File: src/rtl/gshare_index_if.sv
`default_nettype none
// ============================================================================
//  Module      : gshare_index_if
//  Description : Fetch-side bundle between the PC/branch predictor logic and
//                the gshare index generator (index, branch accept,
//                resolve/recovery, retire and status).
//  Revision    : 1.0 - initial release
// ============================================================================
interface gshare_index_if #(
    parameter int G_WIDTH  = 16,
    parameter int I_WIDTH  = 10,
    parameter int CK_DEPTH = 8
);
    localparam int TAG_W = $clog2(CK_DEPTH);

    logic [31:0]        pc;
    logic [I_WIDTH-1:0] index;
    logic               brValid;
    logic               predTaken;
    logic               brReady;
    logic [TAG_W-1:0]   brTag;
    logic               resolveValid;
    logic [TAG_W-1:0]   resolveTag;
    logic               mispredict;
    logic               actualTaken;
    logic               retireValid;
    logic [G_WIDTH-1:0] ghr;
    logic [TAG_W:0]     count;

    // Fetch / resolve logic side
    modport master (
        output pc, brValid, predTaken, resolveValid, resolveTag,
               mispredict, actualTaken, retireValid,
        input  index, brReady, brTag, ghr, count
    );

    // Index generator side
    modport slave (
        input  pc, brValid, predTaken, resolveValid, resolveTag,
               mispredict, actualTaken, retireValid,
        output index, brReady, brTag, ghr, count
    );
endinterface
`default_nettype wire

File: src/rtl/gshare_index.sv
`default_nettype none
// ============================================================================
//  Module      : gshare_index
//  Description : gshare PHT index generator with speculative global history,
//                one history checkpoint per in-flight branch and single-cycle
//                misprediction recovery.
//                Optional macro GHR_FOLD_EN: fold the whole history into the
//                index by XOR of I_WIDTH-bit chunks (otherwise only the low
//                I_WIDTH history bits are hashed).
//  Revision    : 1.0 - initial release
// ============================================================================
module gshare_index #(
    parameter int G_WIDTH  = 16,
    parameter int I_WIDTH  = 10,
    parameter int CK_DEPTH = 8
) (
    input  wire logic      clk,
    input  wire logic      resetN,
    gshare_index_if.slave  bus
);
    localparam int             TAG_W    = $clog2(CK_DEPTH);
    localparam logic [TAG_W-1:0] TAG_ONE  = TAG_W'(1);
    localparam logic [TAG_W:0]   CNT_ONE  = (TAG_W+1)'(1);
    localparam logic [TAG_W:0]   CNT_FULL = (TAG_W+1)'(CK_DEPTH);

    logic [G_WIDTH-1:0] ghr_q, ghr_d;
    logic [G_WIDTH-1:0] ckpt_q [CK_DEPTH];
    logic [TAG_W-1:0]   head_q, head_d;
    logic [TAG_W-1:0]   tail_q, tail_d;
    logic [TAG_W:0]     count_q, count_d;

    logic               w_mispredict;
    logic               w_ready;
    logic               w_accept;
    logic               w_retire;
    logic [TAG_W-1:0]   w_dist;
    logic [I_WIDTH-1:0] w_hist;
    logic               w_unused_pc;

    assign w_mispredict = bus.resolveValid && bus.mispredict;
    assign w_ready      = (count_q != CNT_FULL) && !w_mispredict;
    assign w_accept     = bus.brValid && w_ready;
    assign w_retire     = bus.retireValid && (count_q != '0);
    // Age of the mispredicting branch relative to the oldest live checkpoint
    assign w_dist       = bus.resolveTag - head_q;
    assign w_unused_pc  = ^{bus.pc[31:I_WIDTH+2], bus.pc[1:0]};

`ifdef GHR_FOLD_EN
    // Fold the full history: XOR of I_WIDTH-bit chunks, last chunk zero-extended
    always_comb begin
        w_hist = '0;
        for (int c = 0; c * I_WIDTH < G_WIDTH; c++) begin
            for (int b = 0; b < I_WIDTH; b++) begin
                if (c * I_WIDTH + b < G_WIDTH) begin
                    w_hist[b] = w_hist[b] ^ ghr_q[c * I_WIDTH + b];
                end
            end
        end
    end
`else
    // Only the youngest I_WIDTH outcomes participate in the hash
    always_comb begin
        w_hist = ghr_q[I_WIDTH-1:0];
    end
`endif

    assign bus.index   = w_hist ^ bus.pc[I_WIDTH+1:2];
    assign bus.brReady = w_ready;
    assign bus.brTag   = tail_q;
    assign bus.ghr     = ghr_q;
    assign bus.count   = count_q;

    // Next-state: recovery overrides any accept; retire is independent
    always_comb begin
        ghr_d   = ghr_q;
        head_d  = head_q;
        tail_d  = tail_q;
        count_d = count_q;
        if (w_mispredict) begin
            ghr_d   = {ckpt_q[bus.resolveTag][G_WIDTH-2:0], bus.actualTaken};
            tail_d  = bus.resolveTag + TAG_ONE;
            count_d = w_retire ? {1'b0, w_dist} : ({1'b0, w_dist} + CNT_ONE);
        end else if (w_accept) begin
            ghr_d   = {ghr_q[G_WIDTH-2:0], bus.predTaken};
            tail_d  = tail_q + TAG_ONE;
            count_d = w_retire ? count_q : (count_q + CNT_ONE);
        end else if (w_retire) begin
            count_d = count_q - CNT_ONE;
        end
        if (w_retire) begin
            head_d = head_q + TAG_ONE;
        end
    end

    // State registers and checkpoint capture (history before the branch)
    always_ff @(posedge clk or negedge resetN) begin
        if (!resetN) begin
            ghr_q   <= '0;
            head_q  <= '0;
            tail_q  <= '0;
            count_q <= '0;
            for (int i = 0; i < CK_DEPTH; i++) begin
                ckpt_q[i] <= '0;
            end
        end else begin
            ghr_q   <= ghr_d;
            head_q  <= head_d;
            tail_q  <= tail_d;
            count_q <= count_d;
            if (w_accept) begin
                ckpt_q[tail_q] <= ghr_q;
            end
        end
    end
endmodule
`default_nettype wire

File: src/flat_wrapper.sv
// flat-port wrapper written by rule: the top's interface ports become plain ports
module gshare_index_flat 
#(
    parameter int G_WIDTH  = 16,
    parameter int I_WIDTH  = 10,
    parameter int CK_DEPTH = 8
)
  (clk, resetN, bus_pc, bus_brValid, bus_predTaken, bus_resolveValid, bus_resolveTag, bus_mispredict, bus_actualTaken, bus_retireValid, bus_index, bus_brReady, bus_brTag, bus_ghr, bus_count);
  gshare_index_if #(.G_WIDTH(G_WIDTH), .I_WIDTH(I_WIDTH), .CK_DEPTH(CK_DEPTH)) bus_i ();
  input  wire logic clk;
  input  wire logic resetN;
  input wire logic [$bits(bus_i.pc)-1:0] bus_pc;
  input wire logic [$bits(bus_i.brValid)-1:0] bus_brValid;
  input wire logic [$bits(bus_i.predTaken)-1:0] bus_predTaken;
  input wire logic [$bits(bus_i.resolveValid)-1:0] bus_resolveValid;
  input wire logic [$bits(bus_i.resolveTag)-1:0] bus_resolveTag;
  input wire logic [$bits(bus_i.mispredict)-1:0] bus_mispredict;
  input wire logic [$bits(bus_i.actualTaken)-1:0] bus_actualTaken;
  input wire logic [$bits(bus_i.retireValid)-1:0] bus_retireValid;
  output wire logic [$bits(bus_i.index)-1:0] bus_index;
  output wire logic [$bits(bus_i.brReady)-1:0] bus_brReady;
  output wire logic [$bits(bus_i.brTag)-1:0] bus_brTag;
  output wire logic [$bits(bus_i.ghr)-1:0] bus_ghr;
  output wire logic [$bits(bus_i.count)-1:0] bus_count;
  assign bus_i.pc = bus_pc;
  assign bus_i.brValid = bus_brValid;
  assign bus_i.predTaken = bus_predTaken;
  assign bus_i.resolveValid = bus_resolveValid;
  assign bus_i.resolveTag = bus_resolveTag;
  assign bus_i.mispredict = bus_mispredict;
  assign bus_i.actualTaken = bus_actualTaken;
  assign bus_i.retireValid = bus_retireValid;
  assign bus_index = bus_i.index;
  assign bus_brReady = bus_i.brReady;
  assign bus_brTag = bus_i.brTag;
  assign bus_ghr = bus_i.ghr;
  assign bus_count = bus_i.count;
  gshare_index #(.G_WIDTH(G_WIDTH), .I_WIDTH(I_WIDTH), .CK_DEPTH(CK_DEPTH)) u_core (.clk(clk), .resetN(resetN), .bus(bus_i));
endmodule
File: config.mk
export PLATFORM = sky130hd
export DESIGN_NAME = gshare_index_flat
export DESIGN_NICKNAME = d
export VERILOG_FILES = /design/src/rtl/gshare_index_if.sv /design/src/rtl/gshare_index.sv /design/src/flat_wrapper.sv
export SDC_FILE = /design/constraint.sdc
export NUM_CORES = 1
export LEC_CHECK = 0
export CAP_MARGIN = 20
export CELL_PAD_IN_SITES_DETAIL_PLACEMENT = 1
export CELL_PAD_IN_SITES_GLOBAL_PLACEMENT = 2
export CORE_ASPECT_RATIO = 2
export CORE_MARGIN = 2
export CORE_UTILIZATION = 40
export CTS_CLUSTER_SIZE = 40
export DETAILED_ROUTE_END_ITERATION = 8
export GPL_TIMING_DRIVEN = 1
export PLACE_DENSITY = 0.87
export RECOVER_POWER = 50
export SYNTH_ARGS = -nofsm -noshare
export SYNTH_HDL_FRONTEND = slang
export SYNTH_SLANG_ARGS = --single-unit
File: constraint.sdc
create_clock -name clk -period 3.6 [get_ports clk]
set_input_delay 0.54 -clock clk [delete_from_list [all_inputs] [get_ports clk]]
set_output_delay 0.54 -clock clk [all_outputs]
set_load 0.005 [all_outputs]
* Yosys cells after proc, flatten, opt, wreduce, memory -nomap -nowiden *
Cells that the tools add are included.

storage, ports and cells
  bits in registers = 154
  bits of input ports = 43

operators by class
  add/sub/neg operators = 7
  $lt $le $gt $ge = 3
  eq/ne operators = 2
  mux-type cells = 15
  bitwise operators = 3
  reduce and logical (&&, ||, !) cells = 10

operators by type and width
  kind                   number
  $bwmux W128            1
  $bmux W16 S3           1
  $demux W16 S3          1
  $mux W16               3
  $mux W15               2
  $mux W4                5
  $xor A10 B10 Y10       1
  $add A3 B1 Y3 const B  3
  $ge A4 B4 Y1 const B   2
  $not A3 Y4             2
  $mux W3                2
  $logic_and A1 B1 Y1    5
  $add A3 B1 Y4 const B  1
  $add A4 B1 Y4 const B  1
  $lt A4 B1 Y1 const B   1
  $ne A4 B4 Y1 const B   1
  $reduce_bool A4 Y1     1
  $sub A4 B1 Y4 const B  1
  $ne A3 B2 Y1 const B   1
  $reduce_bool A3 Y1     1
  $sub A3 B3 Y3          1
  $reduce_and A2 Y1      1
  $reduce_bool A2 Y1     1
  $logic_not A1 Y1       1

* Logic depth before layout (Yosys ltp) *
  word-level depth = 6
  gate-level depth with buffers = 10
  mapped depth without buffers = 9

* Worst setup path after synthesis *
Ideal clock, no wire load.

  path type = flip-flop to flip-flop
  from = reg u_core.count_q[0] (netlist: u_core.bus.count[0])
  to = reg u_core.count_q[3] (netlist: u_core.bus.count[3])
  library setup time = 125 ps
  data arrival time = 2,458 ps
  slack = 1,017 ps
  stages on the path, launching flop included = 11
  buffers on the path = 1
  path through = dfrtp_1 -> or4b_4 -> and3_4 -> inv_2 -> buf_4 -> ha_1 -> a21o_1 -> a21oi_1 -> xor2_1 -> o21bai_2 -> o2bb2ai_1

between the ends
  word-level cells in the longest chain between the ends = 5
  elaborated cells between the ends (all ways) = 15
  classes of those cells = 2 x add/sub; 2 x eq/ne; 5 x mux; 6 x reduce/logical

ends and longest elaborated chain
  what                                                                   RTL line             text
  start, declared                                                        gshare_index.sv:30   logic [TAG_W:0] count_q, count_d;
  start signal, assigned                                                 gshare_index.sv:109  count_q <= count_d;
  parallel branches: the longest is 5 deep, another holds $sub A4 B1 Y4  n/a

Parallel ways; which one is timed is not known. The select of a mux whose other input is x is not followed.
A chain may end at the register's enable or synchronous reset.

* Final worst setup path *
Ends and elaborated chain as after synthesis.

==> summary.md <==
| Metric | Value |
|---|---|
| Crit-path slowest cell | or4b_1 |
| Setup ws final | 0.807 ns |
| Req. time, crit path | approximately 4.0 ns |
| Clock sink count | around 150 |
| Worst Setup SP | u_core.bus.count[0] |
| Synthesized instance count | just over 500 |
| Leak pwr | roughly 3.7 nW |
| Cell area after synthesis | 7310 um2 |
| Final hold viol count | 0 |
| Sequential share of the synthesized area | around half |
| Total grt overflow | 0 |
| RD Place Congestion | approximately 0.71 |
| Core ar. | between 15000 and 20000 um2 |
| Vias | between 4000 and 5000 |
| Most instantiated library cell after synthesis | dfrtp_1 |
| Total GRT Usage | about a fifth |
| Final setup vio count | 0 |
| First-pass GRT wire length | approximately 30 mm |
| P&R area growth vs syn | 16.2% |
| Clock transition at path regs | around 0.060 ns |
| Syn avg cell area | 14.2 um2 |
| Final antenna-violating net count | 0 |
| CTS tree | yes |
| DR WL/cell | between 20 and 25 um |
| Fmax achieved | around 360 MHz |
| Synth area leaders | dfrtp_1 (50%), mux2_2 (13%), mux4_2 (9.2%) |
| Clk_skew | ~0.011 ns |
| Crit path DAT | about 3.2 ns |
| Min Clock Period, post-route | approximately 2.8 ns |
| Vias in the first global route | 5226 |
| Post-synth top cells | dfrtp_1 (146), mux2_2 (86), nand2_1 (43) |
| CP Class | flip-flop to flip-flop |
| Complex-gate fraction of the synthesized area | under 10% |
| Critical path depth | 9 |
| Switching power total | 2.24 mW |
| Reg2reg setup slack | 0.81 ns |
| Largest family of logic cells by synthesized area | multiplexers |
| Initial Utilization | ~40% |
| FP Rows | 70 |
| Ys Warns | 0 |
| Adder-cell share of the synthesized area | 1.58% |
| Slowest stage delay, CP | roughly 0.65 ns |
| Hold crit path type | flip-flop to flip-flop |
| Sw frac | 30.7% |
| Worst reg2reg startpoint | u_core.bus.count[0] |
| DP HPWL | between 10 and 15 mm |
| Routed Wire Length | 18.1 mm |
| Share of layout cells above drive strength 1 | 36.1% |
| Seq pwr share | around two fifths |
| Dominant synthesized flop cell | dfrtp_1 |
| XOR/XNOR Fraction of Synth Area | 2.64% |
| Mux cell area share after synthesis | a little under 30% |
| Antenna cell count | 0 |
| Iter 0 DRT Violations | between 150 and 200 |
| Die ar. | about 19000 um2 |
| Clk_lat worst skew | 0.43 ns |
| IO Pins | a little under 80 |
| Peak supply drop | slightly below 300 uV |
| Cts repair resizes | 0 |
| Worst-case reg-to-reg path depth | 9 |
| Initial antenna violation count | 0 |
| Largest net degree at the start of global routing | 76 |
| Setup slack after placement | 0.641 ns |
| Failing checks | capacitance limit, slew limit |
| Slew Limit Fails | 76 |
| Pint | between 5 and 6 mW |
| Slew Limit Headroom | -34.0% |
| Crit path to | u_core.bus.count[3] |
| Yosys cell types | 46 |
| Post-synth EDFFs | 0 |
| Mapped Nets | roughly 570 |
| Crit path buf inv count | 1 |
| Clock power share | 26.0% |
| Hold_buf cts | 0 |
| Drt pass-1 iters | 6 |
| Fin crit share | between 70% and 80% |
| Hold Path Depth | 1 |
| Htree depth | 4 |
| Port bufs | 54 |
| CP Cell Sequence | or4b_1 > and3_4 > inv_2 > ha_1 > a21o_1 > a21oi_1 > xor2_1 > a32oi_1 > o2bb2ai_1 |
| Residual DRC | 0 |
| Status | finished with violations |
| RSZ-0062 raised after global routing | false |
| Post-CTS Setup Inserts | 0 |
| CTS buffer count | 17 |
| Logic pwr share | between 30 and 40% |
| Root buf cell | clkbuf_16 |
| Share of async-settable or async-resettable flops after synthesis | 100% |
| Peak fanout along the critical path | 20 |
| Hold path start | u_core.ckpt_q[59] |
| CP delay by family, top | simple AND/OR/NAND/NOR gates |
| Crit. End Element | flip-flop |
| Top cell type's share of synthesized area | approximately half |
| Max Cap Viol | 1 |
| Area leader, netlist | dfrtp_1 |
| Vias per Instance | roughly 5.6 |
| R2R Path End | u_core.bus.count[3] |
| Pwr dens | between 800 and 900 nW/um2 |
| Die width | 99.6 um |
| NumNets Final | 603 |
| Clock buffer depth | 2 |
| Die Y | approximately 200 um |
| Setup TNS | 0 ns |
| Yosys reg bits | approximately 150 |
| Post-Synth Simple-Gate Area | ~7.0% |
| Crit path launch type | flip-flop |
| Slew @ Worst Pin | approximately 2 ns |
cell type report:
type | instances | area [um2]
clock buffer | 20 | 447
clock inverter | 12 | 179
fill | 1800 | 9640
inverter | 6 | 22.5
multi-input combinational | 316 | 3310
sequential | 146 | 3650
tap | 216 | 270
timing repair buffer | 65 | 609
state kept, by name, indices dropped and copies added (netlist names):
name and count:
u_core.ckpt_q 120, u_core.bus.ghr 16, u_core.bus.count 4, u_core.bus.brTag 3, u_core.head_q 3
power by group through the flow:
stage	logic, mW	clock network, mW	registers, mW
6_report	2.34	1.90	3.07
3_3_place_gp	2.24	0	2.96
3_5_place_dp	2.36	0	3.08
2_1_floorplan	1.89	0	2.75
5_1_grt	2.55	2.00	3.19
4_1_cts	2.40	1.93	3.09
cell usage in the layout, fill, tap and decap left out, types with 6 or more instances in the layout:
cell type	count
mux4_2	30
xor2_1	16
buf_4	10
clkdlybuf4s50_1	41
a211oi_1	16
nor2b_1	16
mux2_2	86
xnor2_1	6
dlygate4sd3_1	11
ha_1	6
clkbuf_16	17
a31oi_1	16
dfrtp_1	146
mux2_4	30
nand2_1	43
nor2_1	8
metal layers:
metal | part of all wire, % | GRT usage [%]
met5 | 0 | 0
met4 | 1.8 | 7.20
met3 | 2.2 | 3.72
met2 | 59 | 37.8
met1 | 37 | 23.1
logic make-up (layout without fill, tap and decap cells):
kind of cell / count (synthesis) / after routing
multiplexers: 152 / 152
adder cells (fa/ha/maj): 8 / 8
XOR/XNOR: 22 / 22
AO/OA/AOI/OAI: 46 / 46
buffers and inverters: 52 / 103
AND/OR/NAND/NOR: 88 / 88
flip-flops: 146 / 146
worst min path at each step:
stage | endpoint | slack (ns)
after floorplan | u_core.bus.brTag[0] | 0.24
final | u_core.ckpt_q[59] | 0.50
after global placement | u_core.ckpt_q[60] | 0.47
after global routing | u_core.head_q[2] | 0.52
after CTS | u_core.ckpt_q[23] | 0.15
after detailed placement | u_core.ckpt_q[59] | 0.49
stage by stage:
| stage | hold slack, ns | util, % | std cells | power [mW] | area [um2] |
|---|---|---|---|---|---|
| 2_1_floorplan | 0.244 | - | 514 | 4.64 | 7310 |
| 3_3_place_gp | 0.470 | 43.5 | 749 | 5.20 | 7880 |
| 3_5_place_dp | 0.487 | 43.5 | 749 | 5.44 | 7880 |
| 4_1_cts | 0.154 | 46.9 | 781 | 7.42 | 8510 |
| 5_1_grt | 0.518 | 46.8 | 781 | 7.75 | 8490 |
| 6_report | 0.499 | 46.8 | 781 | 7.31 | 8490 |
worst reg2reg max path: stages (launching register included):
cell,delay (ns)
dfrtp_1,0.50
or4b_1,0.66
and3_4,0.35
inv_2,0.13
ha_1,0.23
a21o_1,0.18
a21oi_1,0.18
xor2_1,0.24
a32oi_1,0.08
o2bb2ai_1,0.18
No activity file was read; power rests on OpenSTA's default activity.
